===== src/rtl/uart_loader.sv =====
`default_nettype none
// ============================================================================
// Module      : uart_loader
// Description : UART boot loader. Receives framed bytes (A5, N[7:0], N[15:8],
//               4*N data bytes little-endian) and writes N words to main
//               memory from address 0, holding the CPU in reset until done.
//               Optional macro UART_LOADER_CHECKSUM_EN appends an XOR
//               checksum byte that must match before the CPU is released.
// Revision    : 1.0 - initial release
// ============================================================================
module uart_loader #(
  parameter int CLOCK_RATE = 24_000_000,
  parameter int BAUD_RATE  = 115200,
  parameter int ADDR_WIDTH = 14
) (
  input  logic                  clk,
  input  logic                  rst,
  input  logic                  rx,
  output logic                  mem_write,
  output logic [3:0]            mem_wmask,
  output logic [ADDR_WIDTH-1:0] mem_addr,
  output logic [31:0]           mem_wdata,
  output logic                  cpu_rst,
  output logic                  busy,
  output logic                  done,
  output logic                  error
);

  localparam int c_CLKS_PER_BIT = CLOCK_RATE / BAUD_RATE;
  localparam int c_CNT_W        = $clog2(c_CLKS_PER_BIT + 1);
  localparam logic [c_CNT_W-1:0] c_BIT_LAST  = c_CNT_W'(c_CLKS_PER_BIT - 1);
  localparam logic [c_CNT_W-1:0] c_HALF_LAST = c_CNT_W'((c_CLKS_PER_BIT / 2) - 1);

  // Receiver states
  typedef enum logic [1:0] {
    RX_IDLE  = 2'd0,
    RX_START = 2'd1,
    RX_DATA  = 2'd2,
    RX_STOP  = 2'd3
  } rx_state_t;

  // Frame states; bits [4:2] are {error, done, busy} so the status outputs
  // come straight from state flops with no decode logic behind them.
  typedef enum logic [4:0] {
    HUNT  = 5'b000_00,
    LEN0  = 5'b001_00,
    LEN1  = 5'b001_01,
    DATA  = 5'b001_10,
`ifdef UART_LOADER_CHECKSUM_EN
    CSUM  = 5'b001_11,
`endif
    DONE  = 5'b010_00,
    ERROR = 5'b100_00
  } frame_state_t;

  logic               r_rx_meta;
  logic               r_rx_sync;
  logic               r_rx_prev;
  rx_state_t          r_rx_state;
  logic [c_CNT_W-1:0] r_cnt;
  logic [2:0]         r_bit_idx;
  logic [7:0]         r_shift;
  logic               r_byte_valid;
  logic               r_frame_err;

  frame_state_t          r_state;
  logic [15:0]           r_words_left;
  logic [1:0]            r_byte_idx;
  logic                  r_mem_write;
  logic [3:0]            r_mem_wmask;
  logic [ADDR_WIDTH-1:0] r_mem_addr;
  logic [31:0]           r_mem_wdata;
`ifdef UART_LOADER_CHECKSUM_EN
  logic [7:0]            r_csum;
`endif

  // Two-flop synchroniser plus one delay flop for falling-edge detection
  always_ff @(posedge clk) begin
    if (rst) begin
      r_rx_meta <= 1'b1;
      r_rx_sync <= 1'b1;
      r_rx_prev <= 1'b1;
    end else begin
      r_rx_meta <= rx;
      r_rx_sync <= r_rx_meta;
      r_rx_prev <= r_rx_sync;
    end
  end

  // UART byte receiver: start re-check at half bit, then sample at bit centres
  always_ff @(posedge clk) begin
    if (rst) begin
      r_rx_state   <= RX_IDLE;
      r_cnt        <= '0;
      r_bit_idx    <= 3'd0;
      r_shift      <= 8'h00;
      r_byte_valid <= 1'b0;
      r_frame_err  <= 1'b0;
    end else begin
      r_byte_valid <= 1'b0;
      r_frame_err  <= 1'b0;
      case (r_rx_state)
        RX_IDLE: begin
          r_cnt <= '0;
          if (r_rx_prev && !r_rx_sync) r_rx_state <= RX_START;
        end
        RX_START: begin
          if (r_cnt == c_HALF_LAST) begin
            r_cnt     <= '0;
            r_bit_idx <= 3'd0;
            // A line that is high again at mid-start was only a glitch
            r_rx_state <= r_rx_sync ? RX_IDLE : RX_DATA;
          end else begin
            r_cnt <= r_cnt + c_CNT_W'(1);
          end
        end
        RX_DATA: begin
          if (r_cnt == c_BIT_LAST) begin
            r_cnt   <= '0;
            r_shift <= {r_rx_sync, r_shift[7:1]};
            if (r_bit_idx == 3'd7) r_rx_state <= RX_STOP;
            else                   r_bit_idx  <= r_bit_idx + 3'd1;
          end else begin
            r_cnt <= r_cnt + c_CNT_W'(1);
          end
        end
        RX_STOP: begin
          if (r_cnt == c_BIT_LAST) begin
            r_cnt        <= '0;
            r_rx_state   <= RX_IDLE;
            r_byte_valid <= r_rx_sync;
            r_frame_err  <= ~r_rx_sync;
          end else begin
            r_cnt <= r_cnt + c_CNT_W'(1);
          end
        end
        default: r_rx_state <= RX_IDLE;
      endcase
    end
  end

  // Frame parser and memory write sequencer
  always_ff @(posedge clk) begin
    if (rst) begin
      r_state      <= HUNT;
      r_words_left <= 16'd0;
      r_byte_idx   <= 2'd0;
      r_mem_write  <= 1'b0;
      r_mem_wmask  <= 4'h0;
      r_mem_addr   <= '0;
      r_mem_wdata  <= 32'h0;
`ifdef UART_LOADER_CHECKSUM_EN
      r_csum       <= 8'h00;
`endif
    end else begin
      r_mem_write <= 1'b0;
      r_mem_wmask <= 4'h0;
      if (r_frame_err && (r_state != DONE) && (r_state != ERROR)) begin
        r_state <= ERROR;
      end else begin
        case (r_state)
          HUNT: begin
            if (r_byte_valid && (r_shift == 8'hA5)) begin
              r_state    <= LEN0;
              r_mem_addr <= '0;
`ifdef UART_LOADER_CHECKSUM_EN
              r_csum     <= 8'h00;
`endif
            end
          end
          LEN0: begin
            if (r_byte_valid) begin
              r_words_left[7:0] <= r_shift;
              r_state           <= LEN1;
            end
          end
          LEN1: begin
            if (r_byte_valid) begin
              r_words_left[15:8] <= r_shift;
              r_byte_idx         <= 2'd0;
              if ({r_shift, r_words_left[7:0]} != 16'd0) r_state <= DATA;
`ifdef UART_LOADER_CHECKSUM_EN
              else                                       r_state <= CSUM;
`else
              else                                       r_state <= DONE;
`endif
            end
          end
          DATA: begin
            if (r_byte_valid) begin
              r_mem_wdata[{r_byte_idx, 3'b000} +: 8] <= r_shift;
              r_byte_idx <= r_byte_idx + 2'd1;
`ifdef UART_LOADER_CHECKSUM_EN
              r_csum     <= r_csum ^ r_shift;
`endif
              if (r_byte_idx == 2'd3) begin
                r_mem_write <= 1'b1;
                r_mem_wmask <= 4'hF;
              end
            end
            // Advance address and word count once the write has been issued
            if (r_mem_write) begin
              r_mem_addr   <= r_mem_addr + ADDR_WIDTH'(1);
              r_words_left <= r_words_left - 16'd1;
              if (r_words_left == 16'd1) begin
`ifdef UART_LOADER_CHECKSUM_EN
                r_state <= CSUM;
`else
                r_state <= DONE;
`endif
              end
            end
          end
`ifdef UART_LOADER_CHECKSUM_EN
          CSUM: begin
            if (r_byte_valid) r_state <= (r_shift == r_csum) ? DONE : ERROR;
          end
`endif
          DONE:    ;
          ERROR:   ;
          default: r_state <= HUNT;
        endcase
      end
    end
  end

  assign mem_write = r_mem_write;
  assign mem_wmask = r_mem_wmask;
  assign mem_addr  = r_mem_addr;
  assign mem_wdata = r_mem_wdata;
  assign busy      = r_state[2];
  assign done      = r_state[3];
  assign error     = r_state[4];
  assign cpu_rst   = ~r_state[3];

endmodule
`default_nettype wire


===== config.mk =====
export PLATFORM = sky130hd
export DESIGN_NAME = uart_loader
export DESIGN_NICKNAME = d
export VERILOG_FILES = /design/src/rtl/uart_loader.sv
export SDC_FILE = /design/constraint.sdc
export NUM_CORES = 1
export LEC_CHECK = 0
export CORE_MARGIN = 2
export CORE_UTILIZATION = 40
export DETAILED_ROUTE_END_ITERATION = 8
export GPL_TIMING_DRIVEN = 0
export MAX_ROUTING_LAYER = met4
export PLACE_DENSITY = 0.64
export SLEW_MARGIN = 20
export SYNTH_ARGS = -nofsm -noshare
export SYNTH_HDL_FRONTEND = slang
export SYNTH_SLANG_ARGS = --single-unit
export TNS_END_PERCENT = 100

===== constraint.sdc =====
create_clock -name clk -period 2.1 [get_ports clk]
set_clock_uncertainty 0.2 [all_clocks]
set_input_delay 0.42 -clock clk [delete_from_list [all_inputs] [get_ports clk]]
set_output_delay 0.42 -clock clk [all_outputs]
set_load 0.005 [all_outputs]

==> flow_summary.ini <==
[run_status]
status = finished with violations
violations = negative setup slack

[synthesis]
synth-async-reset-ratio_pct = 0
synth_nets = 581
post-synth-top-count-cell = dfxtp_1
synth.avg_cell_area_sq_um = 8.30
yosysUniqueCellTypes = 64
synth_cells = 566
synth_common_cells = dfxtp_1, a21oi_1, nand2_1
synthXorXnorAreaFrac_pct = 3.35
yosysTopAreaCell = dfxtp_1
synth_compound_area_share_pct = 16.7
synth_area_leaders = dfxtp_1, a21oi_1, nand2_1, nand3_1, nor2_1
ys_seq_elements = 96
synthFlopType = dfxtp_1
yosys-mux-area-fraction_pct = 1.30
synth_fa_ha_area_share_pct = 3.19
synth-edff-count = 0
netlist_area_sq_mm = 0.00470
post-synth-top-area-fraction_pct = 40.9
yosysSeqAreaShare_pct = 40.9
synth-simple-area-share_pct = 28.8
synth_top_family_by_area = simple AND/OR/NAND/NOR gates
ys_warn_count = 0

[critical_path]
cp-end-kind = flip-flop
crit_type = reg -> reg
r2r-start = r_state[3]$_SDFFE_PP0P_
crit_chain = buf_6 > or3b_4 > buf_8 > nor4_4 > buf_4 > a21o_1 > a22oi_1 > nor2_1
path_max_fanout = 8
r2r-end = r_words_left[6]$_SDFFE_PP0P_
crit_buf_inv = 3
cpMaxStageDelayCell = or3b_4
crit_required_ps = 2190
critPathTopFamily = simple AND/OR/NAND/NOR gates
r2r_slack_ps = -30
ff2ff_path_depth = 8
arrival_ps = 2220
cp_slowest_stage_delay_ps = 440
cp-start-kind = flip-flop

[pwr]
p_comb_share_pct = 22.8
seqPwrFrac_pct = 39.7
p_int_mw = 3.42
p_clk_share_pct = 37.5
switchingPower_mw = 1.31
p_leak_nw = 2.25
ir_worst_vdd_mv = 0.478
p_per_area_mw_per_mm2 = 724
power_mw = 4.74
sw_frac_of_total_pct = 27.7

[floorplanning]
dieArea_sq_mm = 0.0126
rows = 39
io_pins = 58
fp.dieH_microns = 112
core_area_sq_mm = 0.0114
start_util_pct = 41.2
die_x_microns = 112

[route]
remaining_drc_errors = 0
vias = 4642
dr.first_iter.drc_count = 294
first_pass_iters = 5
ant_nets = 0
via_per_inst = 5.67
wirelength_mm = 13.7
detail_route.wl_per_cell_microns = 16.7

[clock_tree]
htreeDepth = 3
cts_buffer_depth = 2
clk_latency_ps = 350
cts_tree = yes
numCtsBuffers = 9
cts-root-buf = clkbuf_16
clock_sinks = 96
clk_pin_slew_worst_paths_ps = 70

[timing]
fin_ws_ps = -27.7
hold_viol = 0
tightest_slew_ps = 597
setup_viol = 6
slew_violations = 0
finalSetupTns_ps = -64.3
rsz0062_at_grt = true
finalCritPeriodShare_pct = 101
finalCriticalPeriod_ps = 2130
maxSlewHeadroom_pct = 60.2
clock.fmax_mhz = 470

[min_path]
min-delay-start = r_rx_meta$_SDFF_PP1_
hold_class = reg -> reg
worstHoldPathCells = 1
hold_end = r_rx_sync$_SDFF_PP1_

[global_routing]
antenna_found_initial = 0
grt_max_degree = 17
first_global_vias = 4422
grt_usage_pct = 21.6
grt.overflow.total = 0
grt_pass1_wl_mm = 21.5

[placement]
placement.io_buffers = 57
dp.final_hpwl_mm = 8.88
gp_congestion = 0.846

[layout]
multi_input_area_sq_mm = 0.00281
regArea_sq_mm = 0.00194
syn_to_final_growth_pct = 39.3
nFillCells = 1041
nets = 686
final_util_pct = 57.3
num_antenna_cells = 0
layout-drive-gt1-share_pct = 25.3

[job]
maxCapViolCount = 0
-- registers in the layout, indices dropped and copies added, names as in the netlist, named ones only --
signal and count:
mem_wmask 1, r_words_left 16, r_byte_valid 1, r_frame_err 1, r_bit_idx 3, r_rx_prev 1, r_rx_meta 1, r_state 5
r_shift 8, r_byte_idx 2, r_rx_sync 1, r_cnt 8, mem_wdata 32, mem_addr 14, r_rx_state 1
-- worst max-delay path by stage --
stage | from | end | slack, ps | cells past startpoint
5_1_grt | r_shift[3]$_SDFFE_PP0P_ | r_state[3]$_SDFFE_PP0P_ | -130 | 6
6_report | r_state[3]$_SDFFE_PP0P_ | r_words_left[6]$_SDFFE_PP0P_ | -30 | 8
3_3_place_gp | rst | r_words_left[3]$_SDFFE_PP0P_ | -800 | 5
3_5_place_dp | rst | r_words_left[8]$_SDFFE_PP0P_ | -860 | 5
4_1_cts | r_state[1]$_SDFFE_PP0P_ | mem_addr[10]$_SDFFE_PP0P_ | -100 | 7
2_1_floorplan | r_state[3]$_SDFFE_PP0P_ | r_words_left[7]$_SDFFE_PP0P_ | 60 | 8
-- power by group through the flow --
stage | Sequential, mW | Combinational, mW | Clock (mW)
detailed placement | 1.91 | 0.615 | 0
CTS | 1.87 | 0.820 | 1.81
finish | 1.88 | 1.08 | 1.78
global route | 1.89 | 1.15 | 1.87
floorplan | 1.90 | 0.454 | 0
global placement | 1.91 | 0.603 | 0
-- cell usage in the layout, fill, tap and decap left out, drive strengths merged, types with 2 or more instances in the layout --
master         instances
nor3                  22
a31oi                  3
xor2                   2
a21oi                 65
o41ai                  2
nand2b                 5
and2                   5
o211ai                 3
clkdlybuf4s50         57
nand4                 24
nand3                 37
inv                    9
bufinv                 2
buf                   62
nor2                  47
nand3b                 2
a21o                   3
a21boi                 2
and4                   6
nor2b                  4
ha                    12
a211oi                 2
nor3b                  9
xnor2                 16
or4                    2
mux2i                  5
or3b                   2
and3                   7
nand2                 62
clkbuf                30
o21ai                 28
clkinv                 2
or2                    5
dfxtp                 96
a22oi                  6
or3                    4
nor4                   7
a311oi                 4
-- final cells by class --
class / instances / area share, %
Inverter: 7 / 0.401
Clock buffer: 9 / 3.44
Multi-Input combinational cell: 417 / 42.9
Sequential cell: 96 / 29.7
Timing Repair Buffer: 104 / 15.9
Buffer: 36 / 3.59
Clock inverter: 6 / 1.40
Tap cell: 143 / 2.73
-- kinds of logic (layout without fill, tap and decap cells) --
family	after synthesis	count (layout)
adder cells (fa/ha/maj)	12	12
AND/OR/NAND/NOR	253	253
AO/OA/AOI/OAI	128	128
XOR/XNOR	18	18
flip-flops	96	96
multiplexers	6	6
buffers and inverters	53	162
-- repair_timing --
action,4_1_cts,5_1_grt
pin swaps,36,32
resized for setup,52,71
setup buffers,25,19
endpoints found under the setup margin,76,83
cloned,1,2
hold buffers,0,0
-- layer usage --
metal / routed length [microns] / vias to the layer above / track usage [%] / share of wire, %
li1: - / 2237 / - / -
met1: 6070 / 2229 / 26.8 / 44
met2: 6630 / 139 / 34.8 / 49
met3: 586 / 37 / 3.89 / 4.3
met4: 378 / 0 / 9.02 / 2.8
met5: 0 / - / - / 0
-- metrics by stage --
| stage | hold WS (ps) | cells | worst slack [ps] | cell area, sq um |
|---|---|---|---|---|
| after floorplan | 189 | 566 | 64.0 | 4700 |
| after global placement | 201 | 766 | -802 | 5450 |
| after detailed placement | 196 | 766 | -864 | 5450 |
| after CTS | 208 | 800 | -99.3 | 6120 |
| after global routing | 210 | 818 | -133 | 6550 |
| final | 205 | 818 | -27.7 | 6550 |
No activity file was read; power rests on OpenSTA's default activity.
==> RTL change: new RTL, config.mk and constraints unchanged <==
Build with the macro `UART_LOADER_CHECKSUM_EN` defined.
--- a/src/rtl/uart_loader.sv
+++ b/src/rtl/uart_loader.sv
@@ -8,6 +8,8 @@
 //               checksum byte that must match before the CPU is released.
 // Revision    : 1.0 - initial release
 // ============================================================================
+`define UART_LOADER_CHECKSUM_EN
+
 module uart_loader #(
   parameter int CLOCK_RATE = 24_000_000,
   parameter int BAUD_RATE  = 115200,
Formal check against the unedited RTL: no difference found for any inputs over 4 cycles, from zero or initial values and one cycle with rst high; that may be too few to reach the edited logic, so the function may still have changed.
==> RTL change against the unedited design <==
Area after synthesis grew 9.7%; global-route usage down 0.14 points; final area increased by 4.0%; sequential share of layout area grew 1.3 points; sequential cell count is 8 higher; routed wire length increased by 6.6%; utilization shrank 3.4 points; setup slack better by 0.032 ns; largest cell class unchanged.
Power is not compared: it rests on default switching activity, and its combinational part moved more than twofold at a synthesized area within 25%.
==> RTL change: results (changes against the unedited design) <==
[worst_hold_path]
min_to = r_cnt[0]
worstHoldStart = r_cnt[0]

[synthesis]
synth_fp_nets = 641  ; +10%
ys_top_cells_by_area = dfxtp_1, a21oi_1, nand4_1
yosysSeqAreaShare = 0.4040  ; -0.004964
synth_common_cells = dfxtp_1, a21oi_1, nand2_1
yosysUniqueCellTypes = 66  ; +3.1%

[setup_path]
crit_arrival_ns = 2.19  ; -0.03 ns
reg2reg_depth = 6  ; -2
r2r_slack_ns = 0.004  ; +0.03 ns
critPathMaxStageDelay_ns = 0.41  ; -0.03 ns
reg2reg_from = r_state[1]
cp_slowest_cell = or3_4
rr_endpoint = mem_addr[5]

[timing]
hold_ws_ns = 0.2149  ; +0.009967 ns
max-slew-margin-rel = 0.5411  ; -0.06088

[detailed_routing]
totalWireLength_um = 14570  ; +6.6%
dr.first_iter.drc_count = 297  ; +1.0%
via_count = 4994  ; +7.6%

[grt]
grt_max_degree = 19  ; +2
grt_pass1_wl_um = 23530  ; +9.2%
grt_use_total = 0.2147  ; -0.001361
grt_pass1_vias = 4757  ; +7.6%

[finish]
fin_nets = 733  ; +6.9%
drive_above_1_share = 0.1923  ; -0.06108

[place]
dp_slack_ns = -0.3478  ; +0.5158 ns
place_congestion = 0.8923  ; +5.4%
dp_hpwl_um = 9686  ; +9.1%

[status]
status = completed

[RTL change: through the flow]
stage / power (mW) / util / TNS (ns) / area, um2 / cells
after floorplan: 2.057 / - / 0 / 5154 / 626
after global placement: 2.082 / 0.4707 / -18.42 / 5939 / 855
after detailed placement: 2.083 / 0.4707 / -20.91 / 5939 / 855
after CTS: 3.801 / 0.5134 / -1.821 / 6479 / 879
after global routing: 3.881 / 0.5392 / -0.3173 / 6804 / 895
final: 3.771 / 0.5392 / 0 / 6804 / 895
[RTL change: how the worst max path moves through the flow]
stage               startpoint               end  slack, ns  depth (start not counted)
2_1_floorplan  r_words_left[0]        r_state[0]       0.02                          7
3_3_place_gp               rst  r_words_left[12]      -0.29                          4
3_5_place_dp        r_state[2]  r_words_left[15]      -0.35                          5
4_1_cts             r_state[3]   r_words_left[6]      -0.12                          7
5_1_grt             r_shift[1]       mem_addr[5]      -0.07                          5
6_report            r_state[1]       mem_addr[5]      0.004                          6
[RTL change: logic make-up (layout without fill, tap and decap cells)]
family,count (synthesis),in the layout,synth area share
DFF,104,104,0.4040
AOI/OAI and AO/OA,153,153,0.1816
buffers and inverters,58,155,0.05098
and+or+nand+nor,268,268,0.2785
muxes,11,11,0.02185
xor gates and xnor gates,20,20,0.03399
adders and majority gates,12,12,0.02913
[RTL change: final cells by class]
cell class,count,area (um2)
Buffer,44,256.5
Clock buffer,9,225.2
Clock inverter,7,78.83
Fill cell,1188,5816
Inverter,11,43.79
Multi-Input combinational cell,464,3100
Sequential cell,104,2107
Tap cell,172,215.2
Timing Repair Buffer,84,777.0
[RTL change: power by group through the flow]
| stage | combinational [mW] | sequential [mW] | clock, mW |
|---|---|---|---|
| after global placement | 0.0583 | 2.02 | 0 |
| after global routing | 0.0707 | 1.97 | 1.84 |
| after floorplan | 0.0343 | 2.02 | 0 |
| after detailed placement | 0.0595 | 2.02 | 0 |
| after CTS | 0.0606 | 1.97 | 1.77 |
| final | 0.0650 | 1.97 | 1.73 |
[RTL change: timing repair]
item                       CTS  global route
pin swaps                    8            28
setup endpoints to repair   88            99
setup buffers                9            18
resized for setup           45            72
[RTL change: layer usage]
| layer | GRT usage | part of all wire | vias up |
|---|---|---|---|
| met3 | 0.03343 | 0.043 | 27 |
| met5 | - | 0 | - |
| li1 | - | - | 2460 |
| met4 | 0.09789 | 0.027 | 0 |
| met2 | 0.3571 | 0.49 | 133 |
| met1 | 0.2570 | 0.44 | 2374 |
